[config.mk]
export PLATFORM = sky130hd
export DESIGN_NAME = music_sample_sequencer_flat
export DESIGN_NICKNAME = d
export VERILOG_FILES = /design/src/rtl/music_sample_sequencer_if.sv /design/src/rtl/music_sample_sequencer.sv /design/src/flat_wrapper.sv
export SDC_FILE = /design/constraint.sdc
export NUM_CORES = 1
export LEC_CHECK = 0
export ABC_AREA = 1
export BUFFER_PORTS_ARGS = -buffer_cell sky130_fd_sc_hd__buf_2
export CAP_MARGIN = 20
export CORE_UTILIZATION = 25
export DETAILED_ROUTE_END_ITERATION = 10
export GPL_ROUTABILITY_DRIVEN = 1
export HOLD_SLACK_MARGIN = 0.06
export PLACE_DENSITY_LB_ADDON = 0.3
export REMOVE_ABC_BUFFERS = 1
export SYNTH_ARGS = -nofsm -noshare
export SYNTH_HDL_FRONTEND = slang
export SYNTH_SLANG_ARGS = --single-unit
[constraint.sdc]
create_clock -name Clk -period 3.9 [get_ports Clk]
set_input_delay 0.78 -clock Clk [delete_from_list [all_inputs] [get_ports Clk]]
set_output_delay 0.78 -clock Clk [all_outputs]
set_load 0.01 [all_outputs]
[src/rtl/music_sample_sequencer_if.sv]
// rtl/music_sample_sequencer_if.sv - ROM fetch and sample handshake bundle for the sequencer
//
// Purpose: groups the sample-ROM address/data pair and the downstream
//          sample valid/ready handshake into one interface.
// Signals:
//   Add           sequencer -> ROM       ROM address (registered in the sequencer)
//   music_content ROM -> sequencer       read data, one cycle after Add is sampled
//   sample        sequencer -> audio     captured sample word
//   sample_valid  sequencer -> audio     sample is offered
//   sample_ready  audio -> sequencer     downstream accepts sample
// Modports: master = sequencer side, slave = ROM/audio side.
interface music_sample_sequencer_if #(
    parameter int ADDR_W = 17,
    parameter int DATA_W = 17
);
    logic [ADDR_W-1:0] Add;
    logic [DATA_W-1:0] music_content;
    logic [DATA_W-1:0] sample;
    logic              sample_valid;
    logic              sample_ready;

    modport master (
        output Add,
        output sample,
        output sample_valid,
        input  music_content,
        input  sample_ready
    );

    modport slave (
        input  Add,
        input  sample,
        input  sample_valid,
        output music_content,
        output sample_ready
    );
endinterface

[src/rtl/music_sample_sequencer.sv]
// rtl/music_sample_sequencer.sv - sample-ROM playback sequencer with valid/ready output
//
// Purpose: steps the ROM address once per sample period, captures each
//          returned word and offers it downstream; handles start/stop,
//          looping, end-of-clip pulse and sticky underrun.
// Ports:
//   Clk       in   system clock
//   Reset     in   synchronous active-high reset
//   start     in   pulse, begin playback from address 0
//   stop      in   pulse, abort playback (wins over start)
//   bus       master modport: Add, music_content, sample, sample_valid, sample_ready
//   playing   out  high in every state except IDLE
//   done      out  one-cycle pulse when a non-looping clip finishes
//   underrun  out  sticky, a sample period ended before the sample was taken
module music_sample_sequencer #(
    parameter int NUM_SAMPLES = 54832,
    parameter int ADDR_W      = 17,
    parameter int DATA_W      = 17,
    parameter int TICK_DIV    = 1042,
    parameter int LOOP        = 1
) (
    input  logic                     Clk,
    input  logic                     Reset,
    input  logic                     start,
    input  logic                     stop,
    music_sample_sequencer_if.master bus,
    output logic                     playing,
    output logic                     done,
    output logic                     underrun
);
    localparam int                DIV_W     = $clog2(TICK_DIV);
    localparam logic [DIV_W-1:0]  DIV_LAST  = DIV_W'(TICK_DIV - 1);
    localparam logic [ADDR_W-1:0] LAST_ADDR = ADDR_W'(NUM_SAMPLES - 1);

    typedef enum logic [2:0] {
        IDLE,
        FETCH,
        LATCH,
        OFFER,
        WAIT_TICK
    } state_t;

    state_t            state, state_next;
    logic [DIV_W-1:0]  div_cnt, div_next;
    logic              tick;
    logic              tick_pending, pending_next;
    logic [ADDR_W-1:0] add_next;
    logic [DATA_W-1:0] sample_next;
    logic              valid_next;
    logic              done_next;
    logic              underrun_next;
    logic              playing_next;

    assign tick = (state != IDLE) && (div_cnt == DIV_LAST);

    always_ff @(posedge Clk) begin
        if (Reset) begin
            state            <= IDLE;
            div_cnt          <= '0;
            tick_pending     <= 1'b0;
            bus.Add          <= '0;
            bus.sample       <= '0;
            bus.sample_valid <= 1'b0;
            playing          <= 1'b0;
            done             <= 1'b0;
            underrun         <= 1'b0;
        end else begin
            state            <= state_next;
            div_cnt          <= div_next;
            tick_pending     <= pending_next;
            bus.Add          <= add_next;
            bus.sample       <= sample_next;
            bus.sample_valid <= valid_next;
            playing          <= playing_next;
            done             <= done_next;
            underrun         <= underrun_next;
        end
    end

    always_comb begin
        state_next    = state;
        pending_next  = tick_pending;
        add_next      = bus.Add;
        sample_next   = bus.sample;
        valid_next    = bus.sample_valid;
        done_next     = 1'b0;
        underrun_next = underrun;

        if (state == IDLE || tick) begin
            div_next = '0;
        end else begin
            div_next = div_cnt + 1'b1;
        end

        // A period boundary before the handshake completes is remembered
        // once; the address still advances only from WAIT_TICK.
        if (tick && (state inside {FETCH, LATCH, OFFER})) begin
            pending_next  = 1'b1;
            underrun_next = 1'b1;
        end

        case (state)
            IDLE: begin
                if (start) begin
                    add_next      = '0;
                    underrun_next = 1'b0;
                    div_next      = '0;
                    pending_next  = 1'b0;
                    state_next    = FETCH;
                end
            end
            FETCH: begin
                state_next = LATCH;
            end
            LATCH: begin
                sample_next = bus.music_content;
                valid_next  = 1'b1;
                state_next  = OFFER;
            end
            OFFER: begin
                if (bus.sample_valid && bus.sample_ready) begin
                    valid_next = 1'b0;
                    state_next = WAIT_TICK;
                end
            end
            WAIT_TICK: begin
                if (tick || tick_pending) begin
                    pending_next = 1'b0;
                    if (bus.Add < LAST_ADDR) begin
                        add_next   = bus.Add + 1'b1;
                        state_next = FETCH;
                    end else if (LOOP != 0) begin
                        add_next   = '0;
                        state_next = FETCH;
                    end else begin
                        add_next   = '0;
                        done_next  = 1'b1;
                        state_next = IDLE;
                    end
                end
            end
            default: begin
                state_next = IDLE;
            end
        endcase

        // stop overrides everything except the sticky underrun flag.
        if (stop) begin
            state_next   = IDLE;
            valid_next   = 1'b0;
            add_next     = '0;
            pending_next = 1'b0;
            done_next    = 1'b0;
            div_next     = '0;
        end

        playing_next = (state_next != IDLE);
    end
endmodule

[src/flat_wrapper.sv]
// flat-port wrapper written by rule: the top's interface ports become plain ports
module music_sample_sequencer_flat 
#(
    parameter int NUM_SAMPLES = 54832,
    parameter int ADDR_W      = 17,
    parameter int DATA_W      = 17,
    parameter int TICK_DIV    = 1042,
    parameter int LOOP        = 1
)
  (Clk, Reset, start, stop, playing, done, underrun, bus_Add, bus_sample, bus_sample_valid, bus_music_content, bus_sample_ready);
  music_sample_sequencer_if #(.ADDR_W(ADDR_W), .DATA_W(DATA_W)) bus_i ();
  input  logic Clk;
  input  logic Reset;
  input  logic start;
  input  logic stop;
  output logic playing;
  output logic done;
  output logic underrun;
  output wire logic [$bits(bus_i.Add)-1:0] bus_Add;
  output wire logic [$bits(bus_i.sample)-1:0] bus_sample;
  output wire logic [$bits(bus_i.sample_valid)-1:0] bus_sample_valid;
  input wire logic [$bits(bus_i.music_content)-1:0] bus_music_content;
  input wire logic [$bits(bus_i.sample_ready)-1:0] bus_sample_ready;
  assign bus_Add = bus_i.Add;
  assign bus_sample = bus_i.sample;
  assign bus_sample_valid = bus_i.sample_valid;
  assign bus_i.music_content = bus_music_content;
  assign bus_i.sample_ready = bus_sample_ready;
  music_sample_sequencer #(.NUM_SAMPLES(NUM_SAMPLES), .ADDR_W(ADDR_W), .DATA_W(DATA_W), .TICK_DIV(TICK_DIV), .LOOP(LOOP)) u_core (.Clk(Clk), .Reset(Reset), .start(start), .stop(stop), .bus(bus_i), .playing(playing), .done(done), .underrun(underrun));
endmodule
* Word level (Yosys, flattened, before mapping) *
Cells that the tools add are included.

word-level totals
  register bits after elaboration = 52
  bits in latches = 0
  RAM bits = 0
  memory bits (read-only) = 0
  input port bits = 22
  output and inout bits = 38
  logic and storage cells = 54
  memories kept = 0

cells by class
  add/sub/neg operators = 2
  multipliers = 0
  div/mod/pow operators = 0
  order comparisons = 1
  eq/ne operators = 8
  shift-type cells = 0
  muxes and demuxes = 21
  bitwise operators = 0
  reduce and logical (&&, ||, !) cells = 14

operators with widths
  kind                                                          number
  2-to-1 mux 17 bit                                             3
  one-hot mux 17 bit (2 select lines)                           1
  2-to-1 mux 11 bit                                             3
  adder 17 x 1 -> 17 bit, second input constant                 1
  less-than comparator 17 x 16 -> 1 bit, second input constant  1
  one-hot mux 3 bit (5 select lines)                            1
  2-to-1 mux 3 bit                                              4
  adder 11 x 1 -> 11 bit, second input constant                 1
  == test 11 bit, second input constant                         1
  nonzero test 3 bit                                            3
  2-to-1 mux 1 bit                                              7
  == test 3 x 2 -> 1 bit, second input constant                 2
  inequality test 2 bit, second input constant                  2
  one-hot mux 1 bit (2 select lines)                            2
  nonzero test 2 bit                                            2
  == test 3 x 1 -> 1 bit, second input constant                 1
  == test 3 bit, second input constant                          1
  logical AND 1 bit                                             3
  zero test 3 bit                                               1
  AND reduction 3 bit                                           1
  logical OR 1 bit                                              2
  inequality test 2 x 1 -> 1 bit, second input constant         1
  AND reduction 2 bit                                           1
  OR reduction 2 bit                                            1

* Logic depth before layout (Yosys ltp) *
Gate-level depths: netlist of the first run.

  depth after elaboration = 7
  gate-level depth with buffers = 12
  mapped depth without buffers = 11

* Worst setup path after synthesis of the first run *
No wires, ideal clock.

  path kind = input to register
  from = input port start
  to = register u_core.bus.Add[15]
  library setup time = 116 ps
  data arrival time = 1432 ps
  slack = 2352 ps
  stages = 7
  path buffers = 1
  cell sequence = inv_1 > nor2_1 > inv_1 > nand2_4 > buf_6 > o21ai_0 > nor2_1

on the way
  word-level cells in the longest chain between the ends = 2

RTL lines
  element                          RTL line                         RTL
  start: declaration               flat_wrapper.sv:14               input logic start;
  inequality test 2 bit (no line)  -
  AND reduction 3 bit (no line)    -
  end signal: assignment           music_sample_sequencer.sv:71     bus.Add <= add_next;
  end: declaration                 music_sample_sequencer_if.sv:23  output Add,

Every way passes these cells.
A chain may end at the register's enable or synchronous reset.

* Final worst setup path of the first run *
  from = register u_core.bus.Add[6]
  to = output port bus_Add[6]

RTL lines
  element           RTL line            RTL
  end: declaration  flat_wrapper.sv:19  output wire logic [$bits(bus_i.Add)-1:0] bus_Add;

No word-level cell between the ends.

==> metrics.md, run 1 <==
| Metric | Value |
|---|---|
| DP Area | 2930 um2 |
| Crit end category | primary output |
| PwrDens | around 310 nW/um2 |
| LEAKAGE | 0.00135 uW |
| Final hold slack | between 0.4 and 0.5 ns |
| Setup slack after layout | 2.10 ns |
| Cell chain of the critical path | buf_2 |
| Critical Path AT | 1.02 ns |
| CTS tree | done |
| WHS Endpoint | u_core.div_cnt[0] |
| ANT nets after route | 0 |
| Yosys reg bits | 52 |
| Max cap viols | 0 |
| Fin. Hold Viols | 0 |
| Routability cong. | 0.778 |
| Clock Tree Buf Depth | 2 |
| Ports | 60 |
| RSZ-0062 raised after global routing | false |
| CP max stage delay | 0.51 ns |
| Sequential-to-total area share from yosys stat | 0.414 |
| Setup Fix Bufs, Post-CTS | 0 |
| Layout Utilization | 0.309 |
| Via count | 2439 |
| Status | finished, final reports clean |
| Crit Path Max Fanout | 7 |
| WHS Path Cells | 1 |
| Global route overflow | 0 |
| Root Buffer | clkbuf_8 |
| Dpl hpwl | 4440 um |
| Required time worst endpoint | 3.12 ns |
| Post-CTS Hold Fix Bufs | 0 |
| FF-to-FF End | u_core.bus.Add[12] |
| # fillers | 1082 |
| CP delay by family, top | flip-flops |
| Worst Reg-to-Reg Cells | 10 |
| Pre-CTS setup slack | 1.92 ns |
| Total Routing Usage GR | 0.123 |
| Netlist cell types | 30 |
| Slowest-stage cell, CP | dfxtp_1 |
| DRC violations left | 0 |
| F_max | 556 MHz |
| Die width | 102 um |
| Fraction of final layout cells sized beyond drive strength 1 | 0.196 |
| Antenna Cells | 0 |
| Initial DRC Count | 72 |
| CTS Sinks | 52 |
| Relative slew slack | 0.551 |
| Average wire per standard cell | 10.8 um |
| Syn. warnings | 0 |
| Mean post-synth cell area | 6.81 um2 |
| Clk_lat worst skew | 0.32 ns |
| CTS Buf Count | 5 |
| Area of the core | 9770 um2 |
| Slew Viols, Final | 0 |
| CP startpoint kind | flop |
| Antenna violations before repair | 0 |
| Final Routed Wirelength | ~6000 um |
| Drt via density | approximately 4.3 |
| Cells resized by post-CTS repair | 0 |
| Die height | 102 um |
| WP buf/inv | 1 |
| Largest net degree at the start of global routing | 26 |
| Kind of critical path | flop to primary output |
| Fin crit period | about 1.8 ns |
| Vias in the first global route | around 2300 |
| Clock skew | roughly 0.013 ns |
| TritonRoute pass-1 iters | 4 |
| R2r startpoint | u_core.bus.Add[0] |
| Initial core utilization | 0.257 |
| Final setup fails | 0 |
| I/O Buffers | 58 |
| Setup slack, reg-to-reg | 2.20 ns |
| First-pass GRT wire length | 10200 um |
| Worst-path clk slew | roughly 0.10 ns |
| Slew at the pin closest to its max-slew limit | approximately 0.67 ns |
| Row Count | 36 |
| H-tree depth | 2 |
| Area Overhead vs Synth | 20.1% |
| Final nets | 452 |
| Worst path depth | 1 |
| Cell area after synthesis | 2510 um2 |
| Peak supply drop | 0.000133 V |
| Worst Hold Class | flop to flop |
| Cell count after synthesis | around 370 |
| Die area | 10500 um2 |
| Fin area | just over 3000 um2 |
| Hold Crit Start | u_core.div_cnt[0] |
| Part of the cycle the worst path needs | 0.461 |
| Setup_tns | 0 ns |
worst register-to-register path, cell delays in order (launching register included):
cell and delay (ns):
dfxtp_1 0.42, ha_1 0.21, nand3_1 0.14, nor2_2 0.24, nand2_1 0.08, nor2_1 0.13
nand2_1 0.11, nor2_1 0.11, o21ai_1 0.06, nand2_1 0.07, nor2_1 0.04
placed cells by master, fill, tap and decap left out, types with 5 or more instances in the layout:
master | Yosys | layout
nand2_1 | 59 | 59
inv_1 | 36 | 36
a21oi_1 | 19 | 19
nand3_1 | 29 | 29
nor2_1 | 94 | 94
dfxtp_1 | 52 | 52
xor2_1 | 5 | 5
o21ai_0 | 23 | 23
o21ai_1 | 5 | 5
nor3_1 | 9 | 9
clkbuf_8 | 0 | 5
buf_2 | 0 | 58
flip-flops by register name (all words and copies together) (netlist names):
name	cells
u_core.tick_pending	1
u_core.bus.sample	17
u_core.div_cnt	11
u_core.bus.sample_valid	1
u_core.playing	1
u_core.state	3
u_core.underrun	1
u_core.bus.Add	17
where the power goes:
part / switching [uW] / total (uW) / internal (uW) / leakage [uW]
Sequential: 5.00 / 544 / 539 / 0.000420
Clock: 200 / 331 / 131 / 0.0000452
Combinational: 42.3 / 65.8 / 23.5 / 0.000888
stage by stage:
stage	std cells	total power, uW
after CTS	561	958
after detailed placement	553	622
after floorplan	361	592
after global routing	561	986
final	561	941
after global placement	553	622
synth_stat cells:
master | instances | area share
nand3_2 | 2 | 0.0080
nor2_1 | 94 | 0.14
xnor2_1 | 3 | 0.010
inv_1 | 36 | 0.054
nand2_4 | 1 | 0.0045
o21ai_1 | 5 | 0.010
nor2_8 | 1 | 0.0080
clkinv_1 | 1 | 0.0015
nand2_1 | 59 | 0.088
buf_4 | 1 | 0.0030
a21oi_1 | 19 | 0.038
clkbuf_1 | 5 | 0.0075
ha_1 | 3 | 0.015
inv_2 | 4 | 0.0060
nor3_1 | 9 | 0.018
nor4_1 | 1 | 0.0025
nor3_2 | 1 | 0.0040
nor2_2 | 4 | 0.010
xor2_1 | 5 | 0.017
nor2_4 | 1 | 0.0045
nor3b_2 | 1 | 0.0050
dfxtp_1 | 52 | 0.41
buf_8 | 1 | 0.0060
nand2_2 | 2 | 0.0050
o21ai_0 | 23 | 0.046
buf_6 | 1 | 0.0045
conb_1 | 1 | 0.0015
nand4_1 | 3 | 0.0075
nand3_1 | 29 | 0.058
nand3b_1 | 1 | 0.0030
how the worst max path moves through the flow:
stage	from	to	slack, ns
floorplan	stop	u_core.div_cnt[10]	2.02
global placement	stop	u_core.div_cnt[10]	1.96
detailed placement	stop	u_core.div_cnt[10]	1.92
CTS	u_core.bus.Add[6]	bus_Add[6]	2.08
global route	u_core.bus.Add[0]	u_core.bus.Add[12]	1.88
finish	u_core.bus.Add[6]	bus_Add[6]	2.10
cell type report:
cell class              instances  area [um2]  area share
clock inverters                 3        25.0     0.00829
clock buffers                   5        68.8      0.0228
well taps                     133         166      0.0551
flip-flops and latches         52        1040       0.345
multi-input cells             268        1270       0.419
inverters                      41         154      0.0510
repair buffers                 59         298      0.0986
routing by layer:
metal | global-route usage | vias up | part of all wire
met5 | 0 | - | 0
met4 | 0.0264 | 0 | 0.0028
met3 | 0.0328 | 5 | 0.066
met2 | 0.203 | 69 | 0.44
met1 | 0.159 | 1083 | 0.49
li1 | - | 1282 | -
logic make-up after synthesis:
| kind of cell | share of synthesized area |
|---|---|
| buffers and inverters | 0.0821 |
| and+or+nand+nor | 0.366 |
| AOI/OAI and AO/OA | 0.0936 |
| xor gates and xnor gates | 0.0279 |
| adders and majority gates | 0.0149 |
| DFF | 0.414 |
| other | 0.00149 |
No activity file was read; power rests on OpenSTA's default activity.
==> inputs of run 2 (changes only) <==
==> constraint.sdc (replaced) <==
create_clock -name Clk -period 1.5 [get_ports Clk]
set_input_delay 0.3 -clock Clk [delete_from_list [all_inputs] [get_ports Clk]]
set_output_delay 0.3 -clock Clk [all_outputs]
set_load 0.01 [all_outputs]
==> run 2 against run 1 <==
Setup slack worse by 2.1 ns. Sequential power rose to 2.6 times the previous value. Sequential share of layout area is 5.7 points lower. Clock power grew to 3.0 times the previous value.
==> metrics.md, run 2 (synthesized netlist as in run 1, its figures left out) <==
| Metric | Value |
|---|---|
| Status | finished, final reports clean |
| F_max | between 600 and 700 MHz |
| PwrDens | 713 nW/um2 (+130%) |
| Antenna violations before repair | 0 (unchanged) |
| Root Buffer | clkbuf_8 |
| Worst Hold Class | input pin to flop |
| CTS tree | done |
| R2r startpoint | u_core.div_cnt[1] |
| CP max stage delay | 0.36 ns (-0.15 ns) |
| Slowest-stage cell, CP | dfxtp_2 |
| First-pass GRT wire length | 10800 um (+5.7%) |
| Most common cell after layout, fill and taps aside | nor2_1 |
| DRC violations left | 0 (unchanged) |
| Clk_lat worst skew | 0.31 ns (about the same) |
| Slew Viols, Final | 0 (unchanged) |
| Clock skew | 0.00440 ns (-0.00885 ns) |
| Most numerous cell on the critical path | nand2_2 |
| Area of the core | 9770 um2 (unchanged) |
| Hold Crit Start | bus_music_content[12] |
| Cell Count Post-Placement | 592 (+7.1%) |
| Total Routing Usage GR | 0.130 (+0.00750) |
| Worst Reg-to-Reg Cells | 11 (+1) |
| Row Count | 36 (unchanged) |
| Initial DRC Count | 41 (-43%) |
| H-tree depth | 2 (unchanged) |
| Drt via density | 4.36 (+0.35%) |
| CTS Buf Count | 5 (unchanged) |
| Dpl hpwl | 4880 um (+9.9%) |
| Area Overhead vs Synth | 47.1% |
| Largest registers | u_core.bus.Add: 17 flops, u_core.bus.sample: 17 flops, u_core.div_cnt: 11 flops |
| Kind of critical path | flop to flop |
| Critical Path AT | 1.67 ns (+0.65 ns) |
| Final nets | 503 (+11%) |
| Setup slack, reg-to-reg | 0.05 ns (-2.15 ns) |
| WP buf/inv | 2 (+1) |
| WHS Path Cells | 3 (+2) |
| Max cap viols | 0 (unchanged) |
| LEAKAGE | 0.00170 uW (+26%) |
| Global route overflow | 0 (unchanged) |
| Fin. Hold Viols | 0 (unchanged) |
| ANT nets after route | 0 (unchanged) |
| Via count | 2670 (+9.5%) |
| Commonest cells after routing, fill and taps aside | nor2_1 (81), buf_2 (58), nand2_1 (47) |
| Final setup fails | 0 (unchanged) |
| Vias in the first global route | 2481 (+8.9%) |
| Largest net degree at the start of global routing | 19 (-27%) |
| Routability cong. | 0.801 (+3.0%) |
| Clock Tree Buf Depth | 2 (unchanged) |
| Fin crit period | 1.45 ns |
| Required time worst endpoint | 1.71 ns (-1.41 ns) |
| Worst-path clk slew | 0.10 ns (about the same) |
| Die height | 102 um (unchanged) |
| Cell chain of the critical path | inv_2, ha_4, nand2_2, nor2_2, nand3_1, nand2_2, nand2_4, nand2_8, buf_6, a21oi_1, nor2_1 |
| FF-to-FF End | u_core.bus.Add[5] |
| CP delay by family, top | simple AND/OR/NAND/NOR gates |
| Die width | 102 um (unchanged) |
| Peak supply drop | 0.000355 V (+170%) |
| Ports | 60 (unchanged) |
| CP startpoint kind | flop |
| Die area | 10500 um2 (unchanged) |
| TritonRoute pass-1 iters | 4 (unchanged) |
| Average wire per standard cell | 11.1 um (+2.5%) |
| WHS Endpoint | u_core.bus.sample[12] |
| Fraction of final layout cells sized beyond drive strength 1 | 0.403 (+0.207) |
| Crit Path Max Fanout | 5 (-2) |
| Fin cells | 612 (+9.1%) |
| Antenna Cells | 0 (unchanged) |
| I/O Buffers | 58 (unchanged) |
| Final Routed Wirelength | 6760 um (+12%) |
| Part of the cycle the worst path needs | 0.970 |
| Setup_tns | 0 ns (unchanged) |
| Initial core utilization | 0.257 (unchanged) |
| RSZ-0062 raised after global routing | true |
| CTS Sinks | 52 (unchanged) |
| Crit end category | flop |
==> run 2: cell count changes in the layout (fill, tap and decap cells not counted), moves of 10 or more <==
cell     delta
nand2_2    +10
buf_4      +41
dfxtp_2    +11
nand2_1    -12
nor2_1     -13
dfxtp_1    -14
==> run 2: cell type report <==
cell class	count	area [um2]
Timing Repair Buffer	107	684
Tap cell	133	166
Multi-Input combinational cell	271	1520
Inverter	41	154
Sequential cell	52	1070
Fill cell	1054	6080
Clock buffer	6	72.6
Clock inverter	2	38.8
==> run 2: worst max-delay path by stage <==
| stage | startpoint | endpoint | slack [ns] | cells past startpoint |
|---|---|---|---|---|
| global placement | u_core.div_cnt[1] | u_core.bus.Add[15] | -0.007 | 11 |
| global route | u_core.div_cnt[0] | u_core.div_cnt[9] | -0.06 | 9 |
| finish | u_core.div_cnt[1] | u_core.bus.Add[5] | 0.05 | 11 |
| floorplan | u_core.bus.Add[0] | u_core.bus.Add[12] | -0.03 | 10 |
| CTS | u_core.div_cnt[1] | u_core.bus.Add[8] | -0.02 | 11 |
| detailed placement | u_core.bus.Add[0] | u_core.bus.Add[12] | -0.05 | 10 |
==> run 2: where the power goes <==
part	internal [uW]	switching, uW
logic	98.3	132
registers	1400	12.8
clock network	505	491
total	2000	635
==> run 2: worst register-to-register path: stages (launching register included) <==
cell and delay (ns):
dfxtp_2 0.36, inv_2 0.05, ha_4 0.15, nand2_2 0.07, nor2_2 0.03, nand3_1 0.07, nand2_2 0.09, nand2_4 0.15
nand2_8 0.09, buf_6 0.14, a21oi_1 0.11, nor2_1 0.06
==> run 2: through the flow <==
| stage | util | hold slack (ns) | instance area [um2] | worst slack [ns] | power [uW] |
|---|---|---|---|---|---|
| global placement | 0.329 | 0.481 | 3220 | -0.00716 | 1640 |
| CTS | 0.346 | 0.192 | 3380 | -0.0179 | 2660 |
| floorplan | - | 0.433 | 2460 | -0.0259 | 1540 |
| finish | 0.378 | 0.203 | 3700 | 0.0450 | 2640 |
| detailed placement | 0.329 | 0.486 | 3220 | -0.0524 | 1650 |
| global route | 0.378 | 0.194 | 3700 | -0.0628 | 2760 |
==> run 2: timing repair <==
| action | in CTS | in global routing |
|---|---|---|
| setup buffers | 1 | 8 |
| gates cloned | 1 | 2 |
| hold endpoints to repair | 0 | 0 |
| pin swaps | 3 | 24 |
| hold buffers | 0 | 0 |
| resized for setup | 9 | 77 |
| endpoints found under the setup margin | 13 | 24 |
==> run 2: routing by layer <==
metal / GRT usage / up-vias / wire length (um)
met4: 0.0330 / 0 / 56
met1: 0.168 / 1220 / 3200
li1: - / 1388 / -
met2: 0.219 / 55 / 3160
met3: 0.0294 / 7 / 352
met5: 0 / - / 0
==> inputs of run 3 (changes only) <==
--- a/config.mk
+++ b/config.mk
@@ -8,11 +8,12 @@
 export ABC_AREA = 1
 export BUFFER_PORTS_ARGS = -buffer_cell sky130_fd_sc_hd__buf_2
 export CAP_MARGIN = 20
+export CORE_MARGIN = 8
 export CORE_UTILIZATION = 25
 export DETAILED_ROUTE_END_ITERATION = 10
 export GPL_ROUTABILITY_DRIVEN = 1
 export HOLD_SLACK_MARGIN = 0.06
-export PLACE_DENSITY_LB_ADDON = 0.3
+export PLACE_DENSITY = 0.49
 export REMOVE_ABC_BUFFERS = 1
 export SYNTH_ARGS = -nofsm -noshare
 export SYNTH_HDL_FRONTEND = slang
==> constraint.sdc (replaced) <==
create_clock -name Clk -period 1.4 [get_ports Clk]
set_input_delay 0.28 -clock Clk [delete_from_list [all_inputs] [get_ports Clk]]
set_output_delay 0.28 -clock Clk [all_outputs]
set_load 0.01 [all_outputs]
==> run 3 against run 2 <==
The flow now finishes with violations (setup timing). Critical endpoint is now u_core.div_cnt[7]. Maximum frequency fell by 4.3%. Clock power fell by 4.9%. Non-clock buffer count rose by 24. Via count rose by 0.64%. Global-route usage fell by 2.0 points. Highest routed layer unchanged.
==> metrics.md, run 3 (synthesized netlist as in run 1, its figures left out) <==
| Metric | Value |
|---|---|
| Area of the core | 9770 um2 (unchanged) |
| DRC violations left | 0 (unchanged) |
| Crit Path Max Fanout | 3 (-2) |
| # fillers | 1051 (-0.28%) |
| Via count | 2687 (+0.64%) |
| Setup_tns | -1.40 ns (-1.40 ns) |
| Final nets | 524 (+4.2%) |
| CP delay by family, top | simple AND/OR/NAND/NOR gates |
| Commonest cells after routing, fill and taps aside | nor2_1 (75), buf_4 (64), buf_2 (58) |
| Gate power share | 0.111 (+0.024) |
| ANT nets after route | 0 (unchanged) |
| Part of the cycle the worst path needs | 1.09 (+0.116) |
| Antenna violations before repair | 0 (unchanged) |
| Die height | 116 um (+14%) |
| Total Routing Usage GR | 0.110 (-0.0205) |
| Antenna Cells | 0 (unchanged) |
| CP max stage delay | 0.38 ns (+0.02 ns) |
| Kind of critical path | flop to flop |
| CP startpoint kind | flop |
| Largest net degree at the start of global routing | 19 (unchanged) |
| TritonRoute pass-1 iters | 4 (unchanged) |
| Fin. Hold Viols | 0 (unchanged) |
| Required time worst endpoint | 1.62 ns (-0.09 ns) |
| Average wire per standard cell | 12.1 um (+9.9%) |
| Slowest-stage cell, CP | dfxtp_4 |
| Die area | 13500 um2 (+29%) |
| Total power | 2760 uW (+4.8%) |
| Clock Tree Buf Depth | 2 (unchanged) |
| Row Count | 36 (unchanged) |
| Fraction of final layout cells sized beyond drive strength 1 | 0.466 (+0.0631) |
| WP buf/inv | 3 (+1) |
| Sw power | 755 uW (+19%) |
| Clock Power Share | 0.343 (-0.035) |
| Worst Hold Class | input pin to flop |
| Area Overhead vs Synth | 58.4% |
| Most common cell after layout, fill and taps aside | nor2_1 |
| Vias in the first global route | 2664 (+7.4%) |
| LEAKAGE | 0.00183 uW (+7.3%) |
| CTS Sinks | 52 (unchanged) |
| I/O Buffers | 58 (unchanged) |
| Most numerous cell on the critical path | buf_4 |
| Slew Viols, Final | 0 (unchanged) |
| Global route overflow | 0 (unchanged) |
| Max cap viols | 0 (unchanged) |
| Register area | 1060 um2 (-0.23%) |
| Initial DRC Count | 94 (+130%) |
| Fin crit period | 1.52 ns (+0.0661 ns) |
| Flop pwr share | 0.546 (+0.011) |
| H-tree depth | 2 (unchanged) |
| Die width | 116 um (+14%) |
| Root Buffer | clkbuf_8 |
| Critical Path AT | 1.74 ns (+0.07 ns) |
| Status | finished with violations |
| Setup slack, reg-to-reg | -0.12 ns (-0.17 ns) |
| Worst-path clk slew | 0.11 ns (about the same) |
| Multi-input gate area | 1580 um2 (+4.5%) |
| Post-CTS Hold Fix Bufs | 0 (unchanged) |
| Final Routed Wirelength | 7690 um (+14%) |
| Drt via density | 4.24 (-2.7%) |
| Cell Count Post-Placement | 611 (+3.2%) |
| Dpl hpwl | 5400 um (+11%) |
| CTS tree | done |
| Setup slack after layout | -0.121 ns (-0.166 ns) |
| Failing checks | setup timing |
| F_max | 657 MHz (-4.3%) |
| Final setup fails | 28 (+28) |
| Internal power | 2010 uW (+0.32%) |
| Routability cong. | 0.814 (+1.5%) |
| PwrDens | 694 nW/um2 (-2.7%) |
| Crit end category | flop |
| Ports | 60 (unchanged) |
| Largest registers | u_core.bus.Add: 17 flops, u_core.bus.sample: 17 flops, u_core.div_cnt: 11 flops |
| Fin cells | 633 (+3.4%) |
| CTS Buf Count | 5 (unchanged) |
| First-pass GRT wire length | 12000 um (+11%) |
| Final hold slack | 0.176 ns (-0.0271 ns) |
| RSZ-0062 raised after global routing | true |
| Peak supply drop | 0.000382 V (+7.5%) |
| Cell chain of the critical path | buf_4, nand3_4, nor3b_4, nand2_2, nor3_2, buf_4, buf_4, nor3_1 |
| Clk_lat worst skew | 0.32 ns (about the same) |
| Initial core utilization | 0.257 (unchanged) |
| Clock skew | 0.0129 ns (+0.00849 ns) |
| Switching share of power | 0.273 (+0.0323) |
-- run 3: cell types whose count changed in the layout (fill, tap and decap cells not counted), moves of 4 or more --
cell / change
buf_4: +22
nand3_2: +5
dfxtp_1: +4
nor2_2: +6
o21ai_2: +5
o21ai_1: -4
dfxtp_2: -5
nor2_1: -6
nand3_1: -6
-- run 3: cell type report --
cell class | count | area share
clock buffers | 5 | 0.0173
clock inverters | 3 | 0.00629
inverters | 41 | 0.0393
multi-input cells | 268 | 0.398
flip-flops and latches | 52 | 0.267
well taps | 133 | 0.0418
repair buffers | 131 | 0.230
-- run 3: timing repair --
action | in CTS | in global routing
endpoints found under the setup margin | 22 | 31
resized for setup | 30 | 78
pin swaps | 10 | 31
cloned | 0 | 2
setup buffers | 7 | 5
-- run 3: path summary, 6_finish.rpt --
kind	cells after the start	to	startpoint
hold reg to reg	2	u_core.div_cnt[10]	u_core.div_cnt[10]
setup reg to reg	8	u_core.div_cnt[7]	u_core.div_cnt[0]
setup / recovery	8	u_core.div_cnt[7]	u_core.div_cnt[0]
hold / removal	3	u_core.bus.sample[6]	bus_music_content[6]
-- run 3: metrics by stage --
step / util / instance area [um2] / setup WS (ns)
2_1_floorplan: - / 2460 / -0.126
3_3_place_gp: 0.346 / 3390 / -0.118
3_5_place_dp: 0.346 / 3390 / -0.152
4_1_cts: 0.371 / 3620 / -0.0708
5_1_grt: 0.407 / 3980 / -0.219
6_report: 0.407 / 3980 / -0.121
-- run 3: tightest hold or removal path, stage by stage --
cell    delay (ns)
buf_2         0.07
nor2_1        0.03
nor2_1        0.08
-- run 3: per-layer routing --
layer | GRT usage | wire (um)
met5 | 0 | 0
met3 | 0.0465 | 572
met4 | 0.0130 | 23
met1 | 0.137 | 3620
met2 | 0.176 | 3470
-- run 3: power groups by stage --
stage	logic (uW)	registers (uW)	clock network [uW]
floorplan	91.6	1560	0
global route	339	1510	1040
finish	306	1510	947
detailed placement	238	1550	0
global placement	236	1550	0
CTS	251	1520	990
